==> src/rtl/game_master_fsm.sv <==
// Snake game master: sequences IDLE/PLAY/PAUSE/RESPAWN/WIN/LOSE, tracks lives and paces movement ticks.
// Optional macro GAME_AUTO_RESTART_EN: WIN/LOSE return to IDLE on their own after END_HOLD cycles.
`timescale 1ns/1ps

module game_master_fsm #(
   parameter int          SCORE_WIDTH    = 8,
   parameter int unsigned WIN_SCORE      = 10,
   parameter int unsigned LIVES          = 3,
   parameter int unsigned BASE_PERIOD    = 50_000_000,
   parameter int unsigned SPEED_STEP     = 2_000_000,
   parameter int unsigned MIN_PERIOD     = 10_000_000,
   parameter int unsigned RESPAWN_CYCLES = 100_000_000,
   parameter int unsigned END_HOLD       = 500_000_000
) (
   input  logic                   CLK,
   input  logic                   RESET_N,
   input  logic [SCORE_WIDTH-1:0] SCORE,
   input  logic                   BTNR,
   input  logic                   BTND,
   input  logic                   BTNL,
   input  logic                   BTNU,
   input  logic                   BTNC,
   input  logic                   COLLISION,
   output logic [2:0]             MSM_state,
   output logic [3:0]             LIVES_LEFT,
   output logic                   GAME_TICK,
   output logic                   SNAKE_RESET
);

   typedef enum logic [2:0] {
      IDLE    = 3'd0,
      PLAY    = 3'd1,
      PAUSE   = 3'd2,
      RESPAWN = 3'd3,
      WIN     = 3'd4,
      LOSE    = 3'd5
   } state_t;

   localparam int unsigned MAX_AB  = (BASE_PERIOD > RESPAWN_CYCLES) ? BASE_PERIOD : RESPAWN_CYCLES;
   localparam int unsigned MAX_CNT = (MAX_AB > END_HOLD) ? MAX_AB : END_HOLD;
   localparam int          CNT_W   = (MAX_CNT > 2) ? $clog2(MAX_CNT) : 1;
   // Largest score for which BASE_PERIOD - SCORE*SPEED_STEP stays at or above the floor.
   localparam int unsigned STEP_LIMIT = (SPEED_STEP == 0 || BASE_PERIOD <= MIN_PERIOD) ? 0
                                        : (BASE_PERIOD - MIN_PERIOD) / SPEED_STEP;

   state_t             state;
   state_t             next_state;
   logic [4:0]         btn;
   logic [4:0]         btn_q;
   logic               armed;
   logic [4:0]         edges;
   logic               dir_edge;
   logic               pause_edge;
   logic [3:0]         lives;
   logic [CNT_W-1:0]   tick_cnt;
   logic [CNT_W-1:0]   hold_cnt;
   logic [31:0]        score_ext;
   logic [31:0]        period;
   logic               win_hit;
   logic               stay_play;
   logic               tick_due;
   logic               hold_active;
   logic               hold_done;

   // armed suppresses edges in the first cycle after reset, so a button held through reset is ignored.
   assign btn        = {BTNC, BTNU, BTNL, BTND, BTNR};
   assign edges      = btn & ~btn_q & {5{armed}};
   assign dir_edge   = |edges[3:0];
   assign pause_edge = edges[4];

   assign score_ext = 32'(SCORE);
   assign win_hit   = (score_ext >= WIN_SCORE);

   // NOTE: every variable assigned in an always_comb gets a default first, so no path can infer a latch.
   always_comb begin
      period = BASE_PERIOD;
      if (BASE_PERIOD <= MIN_PERIOD) begin
         period = MIN_PERIOD;
      end else if (SPEED_STEP == 0) begin
         period = BASE_PERIOD;
      end else if (score_ext > STEP_LIMIT) begin
         period = MIN_PERIOD;
      end else begin
         period = BASE_PERIOD - score_ext * SPEED_STEP;
      end
   end

   always_comb begin
      hold_active = (state == RESPAWN);
      hold_done   = (state == RESPAWN) && (32'(hold_cnt) >= RESPAWN_CYCLES - 32'd1);
`ifdef GAME_AUTO_RESTART_EN
      if (state == WIN || state == LOSE) begin
         hold_active = 1'b1;
         hold_done   = (32'(hold_cnt) >= END_HOLD - 32'd1);
      end
`endif
   end

   always_comb begin
      next_state = state;
      case (state)
         IDLE: begin
            if (dir_edge) next_state = PLAY;
         end
         PLAY: begin
            if (win_hit) begin
               next_state = WIN;
            end else if (COLLISION) begin
               next_state = (lives <= 4'd1) ? LOSE : RESPAWN;
            end else if (pause_edge) begin
               next_state = PAUSE;
            end
         end
         PAUSE: begin
            if (pause_edge) next_state = PLAY;
         end
         RESPAWN: begin
            if (hold_done) next_state = PLAY;
         end
         WIN, LOSE: begin
            if (pause_edge || hold_done) next_state = IDLE;
         end
         default: next_state = IDLE;
      endcase
   end

   assign stay_play = (state == PLAY) && (next_state == PLAY);
   assign tick_due  = (32'(tick_cnt) >= period - 32'd1);

   // NOTE: sequential state uses non-blocking assignments so every register samples pre-edge values.
   always_ff @(posedge CLK or negedge RESET_N) begin
      if (!RESET_N) begin
         state <= IDLE;
         btn_q <= '0;
         armed <= 1'b0;
      end else begin
         state <= next_state;
         btn_q <= btn;
         armed <= 1'b1;
      end
   end

   always_ff @(posedge CLK or negedge RESET_N) begin
      if (!RESET_N) begin
         lives       <= 4'(LIVES);
         SNAKE_RESET <= 1'b0;
      end else begin
         if (next_state == IDLE) begin
            lives <= 4'(LIVES);
         end else if (state == PLAY && next_state == LOSE) begin
            lives <= 4'd0;
         end else if (state == PLAY && next_state == RESPAWN) begin
            lives <= lives - 4'd1;
         end
         SNAKE_RESET <= (state == IDLE && next_state == PLAY) ||
                        (state == PLAY && next_state == RESPAWN);
      end
   end

   // Tick counter advances only while PLAY persists; it is frozen through PAUSE and zeroed elsewhere.
   always_ff @(posedge CLK or negedge RESET_N) begin
      if (!RESET_N) begin
         tick_cnt  <= '0;
         GAME_TICK <= 1'b0;
      end else begin
         GAME_TICK <= stay_play && tick_due;
         if (stay_play) begin
            tick_cnt <= tick_due ? '0 : tick_cnt + 1'b1;
         end else if (state != PLAY && state != PAUSE) begin
            tick_cnt <= '0;
         end
      end
   end

   always_ff @(posedge CLK or negedge RESET_N) begin
      if (!RESET_N) begin
         hold_cnt <= '0;
      end else if (next_state != state || !hold_active) begin
         hold_cnt <= '0;
      end else begin
         hold_cnt <= hold_cnt + 1'b1;
      end
   end

   assign MSM_state  = state;
   assign LIVES_LEFT = lives;

   tick_only_in_play : assert property (@(posedge CLK) disable iff (!RESET_N)
      GAME_TICK |-> (state == PLAY));
   snake_reset_on_entry : assert property (@(posedge CLK) disable iff (!RESET_N)
      SNAKE_RESET |-> (state == PLAY || state == RESPAWN));

endmodule
==> config.mk <==
export PLATFORM = sky130hd
export DESIGN_NAME = game_master_fsm
export DESIGN_NICKNAME = d
export VERILOG_FILES = /design/src/rtl/game_master_fsm.sv
export SDC_FILE = /design/constraint.sdc
export NUM_CORES = 1
export LEC_CHECK = 0
export ABC_AREA = 1
export BUFFER_PORTS_ARGS = -buffer_cell sky130_fd_sc_hd__buf_2
export CORE_AREA = 2 2 135 137
export CTS_BUF_LIST = sky130_fd_sc_hd__clkbuf_2 sky130_fd_sc_hd__clkbuf_4 sky130_fd_sc_hd__clkbuf_8
export CTS_CLUSTER_SIZE = 28
export DETAILED_ROUTE_END_ITERATION = 10
export DIE_AREA = 0 0 137 139
export GPL_TIMING_DRIVEN = 0
export HOLD_SLACK_MARGIN = 0.03
export PLACE_DENSITY = 0.61
export SYNTH_ARGS = -nofsm -noshare
export SYNTH_HDL_FRONTEND = slang
export SYNTH_SLANG_ARGS = --single-unit
==> constraint.sdc <==
create_clock -name CLK -period 2.4 [get_ports CLK]
set_clock_uncertainty 0.2 [all_clocks]
set_input_delay 0.12 -clock CLK [delete_from_list [all_inputs] [get_ports CLK]]
set_output_delay 0.12 -clock CLK [all_outputs]
set_load 0.01 [all_outputs]
; ---- Word level (Yosys, flattened, before mapping)
; Cells that the tools add are included.
[totals]
reg_bits = 73
latchBits = 0
mem_bits_rw = 0
mem_bits_ro = 0
input_bits = 16
n_memories = 0
[classes]
add_sub_neg = 5
n_mul = 1
n_div = 0
order_cmp = 5
eq_ne = 11
n_shift = 0
muxes = 17
n_bitwise = 3
n_reduce_logical = 17
[op_table]
columns = op, count
row1 = 29-bit 2-to-1 mux, 4
row2 = 29-bit by 1-bit adder with 29-bit output (second input constant), 2
row3 = 29-bit by 32-bit greater-or-equal comparator with 1-bit output, 1
row4 = 32-bit 2-to-1 mux, 1
row5 = 32-bit by 1-bit subtractor with 32-bit output (second input constant), 1
row6 = 26-bit by 29-bit subtractor with 30-bit output (first input constant), 1
row7 = 29-bit by 27-bit greater-or-equal comparator with 1-bit output (second input constant), 1
row8 = 3-bit 2-to-1 mux, 8
row9 = 8-bit by 14-bit multiplier with 22-bit output (second input constant), 1
row10 = 3-bit one-hot mux with 5 select lines, 1
row11 = 4-bit 2-to-1 mux, 3
row12 = 5-bit bitwise AND, 2
row13 = 3-bit by 2-bit == test with 1-bit output (second input constant), 3
row14 = 3-bit == test (second input constant), 3
row15 = 8-bit by 4-bit greater-or-equal comparator with 1-bit output (second input constant), 1
row16 = 8-bit by 5-bit greater-than comparator with 1-bit output (second input constant), 1
row17 = 1-bit logical AND, 7
row18 = 3-bit by 1-bit == test with 1-bit output (second input constant), 2
row19 = 3-bit zero test, 2
row20 = 5-bit inverter, 1
row21 = 4-bit by 1-bit <= comparator with 1-bit output (second input constant), 1
row22 = 4-bit OR reduction, 1
row23 = 4-bit by 1-bit subtractor with 4-bit output (second input constant), 1
row24 = 1-bit logical OR, 3
row25 = other kinds (7), 7

; ---- Logic depth before layout (Yosys ltp)
[depth]
depth_word = 12
ltp_mapped = 37
mapped_depth_nobuf = 36

; ---- Worst setup path after synthesis
; Ideal clock, no wire load.
[synth_path]
path_type = input-to-reg
from = input port SCORE[2]
to = register GAME_TICK
arrival_ps = 4824
t_required_ps = 2068
path_slack_ps = -2756
stages = 33
n_path_buf = 1
cell_sequence = fa_1 -> ha_1 -> fa_1 -> inv_1 -> fa_1 -> inv_1 -> ha_1 -> nand2_1 -> inv_1 -> a21oi_1 -> nand3_1 -> nand2_1 -> nand2_1 -> inv_1 -> nor2_1 -> nand2_2 -> nand2_2 -> nor2_4 -> nand2_1 -> inv_2 -> nand3_1 -> nor2_1 -> xor2_1 -> ha_1 -> nand2_1 -> nor2_1 -> a211oi_1 -> o21ai_0 -> a21oi_1 -> nor2_1 -> nand2_2 -> buf_6 -> nor2_1
[synth_via]
elab_chain_len = 6
word_cells_on_any_way = 12
cone_classes = 2 x add/sub / 1 x mul / 3 x order compare / 1 x eq/ne / 3 x mux / 2 x reduce/logical
[synth_lines]
columns = element, line_no
row1 = "start, declared", 17  ; input logic [SCORE_WIDTH-1:0] SCORE,
row2 = 8-bit by 14-bit multiplier with 22-bit output or 8-bit by 4-bit greater-or-equal comparator with 1-bit output (tied branches), "84, 72"
row3 = 26-bit by 29-bit subtractor with 30-bit output or 3-bit 2-to-1 mux (tied branches), "84, 106"
row4 = 32-bit 2-to-1 mux or 3-bit one-hot mux with 5 select lines (tied branches), "81, 101"
row5 = 32-bit by 1-bit subtractor with 32-bit output or 3-bit by 1-bit == test with 1-bit output (tied branches), "128, 127"
row6 = 29-bit by 32-bit greater-or-equal comparator with 1-bit output or 1-bit logical AND (tied branches), "128, 127"
row7 = 1-bit logical AND *, 166  ; GAME_TICK <= stay_play && tick_due;
row8 = "end signal, assigned", 166
row9 = "end, declared", 26  ; output logic GAME_TICK,
; Mark *: on every way between the ends. The rest lies on a longest branch, timed or not.
; A chain may end at the register's enable or synchronous reset.

; ---- Worst setup path after layout
[layout_path]
from = input port SCORE[3]
to = register tick_cnt[0]
[layout_via]
elab_chain_len = 7
word_cells_on_any_way = 14
cone_classes = 2 x add/sub / 1 x mul / 3 x order compare / 1 x eq/ne / 5 x mux / 2 x reduce/logical
[layout_lines]
columns = element, line_no
row1 = 8-bit by 14-bit multiplier with 22-bit output, 84  ; period = BASE_PERIOD - score_ext * SPEED_STEP;
row2 = 26-bit by 29-bit subtractor with 30-bit output, 84
row3 = 32-bit 2-to-1 mux, 81  ; end else if (score_ext > STEP_LIMIT) begin
row4 = 32-bit by 1-bit subtractor with 32-bit output, 128  ; assign tick_due = (32'(tick_cnt) >= period - 32'd1);
row5 = 29-bit by 32-bit greater-or-equal comparator with 1-bit output, 128
row6 = 29-bit 2-to-1 mux, 168  ; tick_cnt <= tick_due ? '0 : tick_cnt + 1'b1;
row7 = 29-bit 2-to-1 mux, 167  ; if (stay_play) begin
row8 = "end signal, assigned", 168
row9 = "end, declared", 55  ; logic [CNT_W-1:0] tick_cnt;
; Parallel ways exist; a longest one is shown, timed or not.

==> flow_summary.ini <==
[place]
dp_hpwl_um = 13100
dp_slack_ns = -3.46
placedCellCount = 1345
gp_congestion = 0.834
port_buffers = 24

[grt]
grt_usage_pct = 20.0
grt_pass1_vias = 6914
grt.overflow.total = 0
grt_pass1_wl_um = 31400
antenna_found_initial = 0
grt_max_degree = 56

[floorplan]
die_y_um = 139
dieWidth_um = 137
ioPinCount = 25
die_area_um2 = 19000
fp-row-count = 49
core-area_um2 = 17700
initial_core_util_pct = 42.8

[power_and_ir_drop]
p_sw_w = 0.00287
combPwrFrac_pct = 62.5
ir_worst_vdd_mv = 0.392
total_leakage_power_nw = 4.64
seqPwrFrac_pct = 21.2
p_total_w = 0.00624
power.density_nw_per_um2 = 650
p_sw_share_pct = 46.0
p_int_w = 0.00337
clockPowerShare_pct = 16.2

[layout]
fill_cells = 1699
layout.cells.non_filler = 1439
antenna_cells = 0
final_nets = 1329
drive_above_1_share_pct = 25.8
area_growth_pct = 26.9
multi_input_area_um2 = 5660
seqCellArea_um2 = 1830

[synthesis]
yosys.area.top_type = dfrtp_1
async_flop_share_pct = 100
synthSimpleGateAreaFrac_pct = 34.7
synth_top_family_by_area = simple AND/OR/NAND/NOR gates
synth_compound_area_share_pct = 6.74
synthAdderAreaFrac_pct = 19.6
synthMuxAreaShare_pct = 0
synth-main-ff-cell = dfrtp_1
synth_top_area_share_pct = 23.5
netlist_top_cells_area = dfrtp_1 24%, ha_1 15%, nand2_1 14%
synth_xor_area_share_pct = 5.33
avgSynthCellArea_um2 = 6.93
yosysUniqueCellTypes = 50
synth_area_um2 = 7560
synthCells = 1090
synth.top_cells.by_count = 290 x nand2_1, 158 x inv_1, 132 x nor2_1
ys_ff_latch = 73
ys_warn_count = 0
yosysMostFrequentCell = nand2_1
ys_seq_area_share_pct = 24.2
synth-edff-count = 0

[setup_path]
endpoint_kind = flip-flop
worstPathRequired_ns = 2.44
crit_fanout = 6
critPathKind = in2reg
worstPathArrival_ns = 5.11
critPathLaunchType = input port

[detailed_routing]
vias = 7010
wl_um = 18200
firstDrtPassIters = 4
drt-wirelength-per-cell_um = 12.7
antenna_left = 0
drc = 0
viasPerCell = 4.87
drt_iter0_drc = 220

[cts]
insertion_delay_ns = 0.36
cts_tree = done
cts.sinks = 73
clkTransAtPathRegs_ns = 0.07
cts_max_path_buffers = 2
htreeDepth = 3
cts_buffers = 9
cts_root_buf = clkbuf_8

[timing]
rsz0062_at_grt = true
setup_viol = 37
hold_violations = 0
fmax_mhz = 197
relSlewSlack_pct = 40.8
worst_pin_slew_ns = 0.885
holdWs_ns = 0.0969
fin_tns_setup_ns = -80.85
post-route-min-period_ns = 5.07
worst_slack_ns = -2.67
finalCritPeriodShare_pct = 211
slew_violations = 0

[outcome]
status = finished, violations left
violations = negative setup slack

[worst_hold_path]
min_path_type = in2async

[job]
max_cap_viol_count = 0
## power by group through the flow
| stage | combinational, W | clock, W | sequential, W |
|---|---|---|---|
| CTS | 0.00362 | 0.00105 | 0.00132 |
| global placement | 0.00298 | 0 | 0.00135 |
| detailed placement | 0.00300 | 0 | 0.00135 |
| floorplan | 0.00237 | 0 | 0.00135 |
| global route | 0.00442 | 0.00109 | 0.00133 |
| finish | 0.00390 | 0.00101 | 0.00132 |
## cells in the final DEF, fill, tap and decap left out, types with 29 or more instances in the layout
cell type	n
nand2_1	242
inv_1	141
nor2_1	107
ha_1	81
dfrtp_1	70
buf_4	58
nand2_2	57
nand3_1	56
a21oi_1	33
nor3_1	29
## layer usage
| metal | vias to the layer above | wire length, um | GRT usage (%) | share of wire [%] |
|---|---|---|---|---|
| met5 | - | 0 | 0 | 0 |
| met4 | 0 | 263 | 5.75 | 1.4 |
| met3 | 22 | 292 | 2.49 | 1.6 |
| met2 | 58 | 9130 | 35.0 | 50 |
| met1 | 3222 | 8520 | 25.5 | 47 |
| li1 | 3708 | - | - | - |
## through the flow
stage               util, %  cell area (um^2)
CTS                    52.7              9310
global route           54.3              9590
finish                 54.3              9590
global placement       45.5              8040
detailed placement     45.7              8070
floorplan                 -              7630
## logic make-up (layout without fill, tap and decap cells)
kind of cell    after synthesis  in the layout
xor+xnor                     46             46
fa+ha+maj                   108            108
buf+inv                     179            298
flops                        73             73
simple gates                595            595
compound gates               87             87
other cells                   2              3
## registers in the layout, indices dropped and copies added, names as in the netlist
| register | cells |
|---|---|
| hold_cnt | 29 |
| GAME_TICK | 1 |
| LIVES_LEFT | 4 |
| btn_q | 5 |
| MSM_state | 3 |
| armed | 1 |
| tick_cnt | 29 |
| SNAKE_RESET | 1 |
## final cells by class
type	count	share of cell area, %
well taps	229	2.99
inverters	166	6.59
flip-flops and latches	73	19.1
repair buffers	103	9.19
plain buffers	13	0.953
multi-input cells	839	59.1
clock buffers	10	1.44
clock inverters	6	0.679
## critical path: stages
cell      delay (ns)
buf_12          0.11
fa_1            0.50
ha_1            0.31
inv_2           0.04
fa_1            0.46
fa_1            0.50
inv_2           0.05
ha_4            0.30
buf_4           0.13
nand4_1         0.12
buf_4           0.16
buf_4           0.12
nand3_1         0.07
nand3_1         0.15
nand2_2         0.15
nor2_4          0.06
xor2_1          0.14
ha_1            0.32
nand4_1         0.11
o221a_2         0.24
a21boi_2        0.16
o21ai_1         0.15
a21oi_1         0.07
nor2_1          0.11
nand2_2         0.17
buf_6           0.19
nand2_2         0.05
nand2_1         0.05
## final timing paths
| check | startpoint | slack [ns] | cells past startpoint | endpoint |
|---|---|---|---|---|
| worst min-delay path | RESET_N | 0.1 | 3 | tick_cnt[3]$_DFFE_PN0P_ |
| max in group asynchronous | RESET_N | 0.64 | 3 | tick_cnt[19]$_DFFE_PN0P_ |
| worst max-delay path | SCORE[3] | -2.67 | 28 | tick_cnt[0]$_DFFE_PN0P_ |
| worst min register to register | tick_cnt[1]$_DFFE_PN0P_ | 0.33 | 2 | tick_cnt[1]$_DFFE_PN0P_ |
| worst max register to register | tick_cnt[0]$_DFFE_PN0P_ | -0.58 | 16 | tick_cnt[28]$_DFFE_PN0P_ |
| min in group CLK | COLLISION | 0.10 | 5 | MSM_state[1]$_DFF_PN0_ |
## what timing repair did
| item | CTS | global route |
|---|---|---|
| resized for setup | 137 | 71 |
| endpoints found under the hold margin | 76 | 0 |
| gates cloned | 3 | 0 |
| hold buffers | 7 | 0 |
| setup buffers | 63 | 20 |
| pin swaps | 57 | 32 |
| setup endpoints to repair | 56 | 59 |
Note: power is estimated with default switching activity, not from simulation.
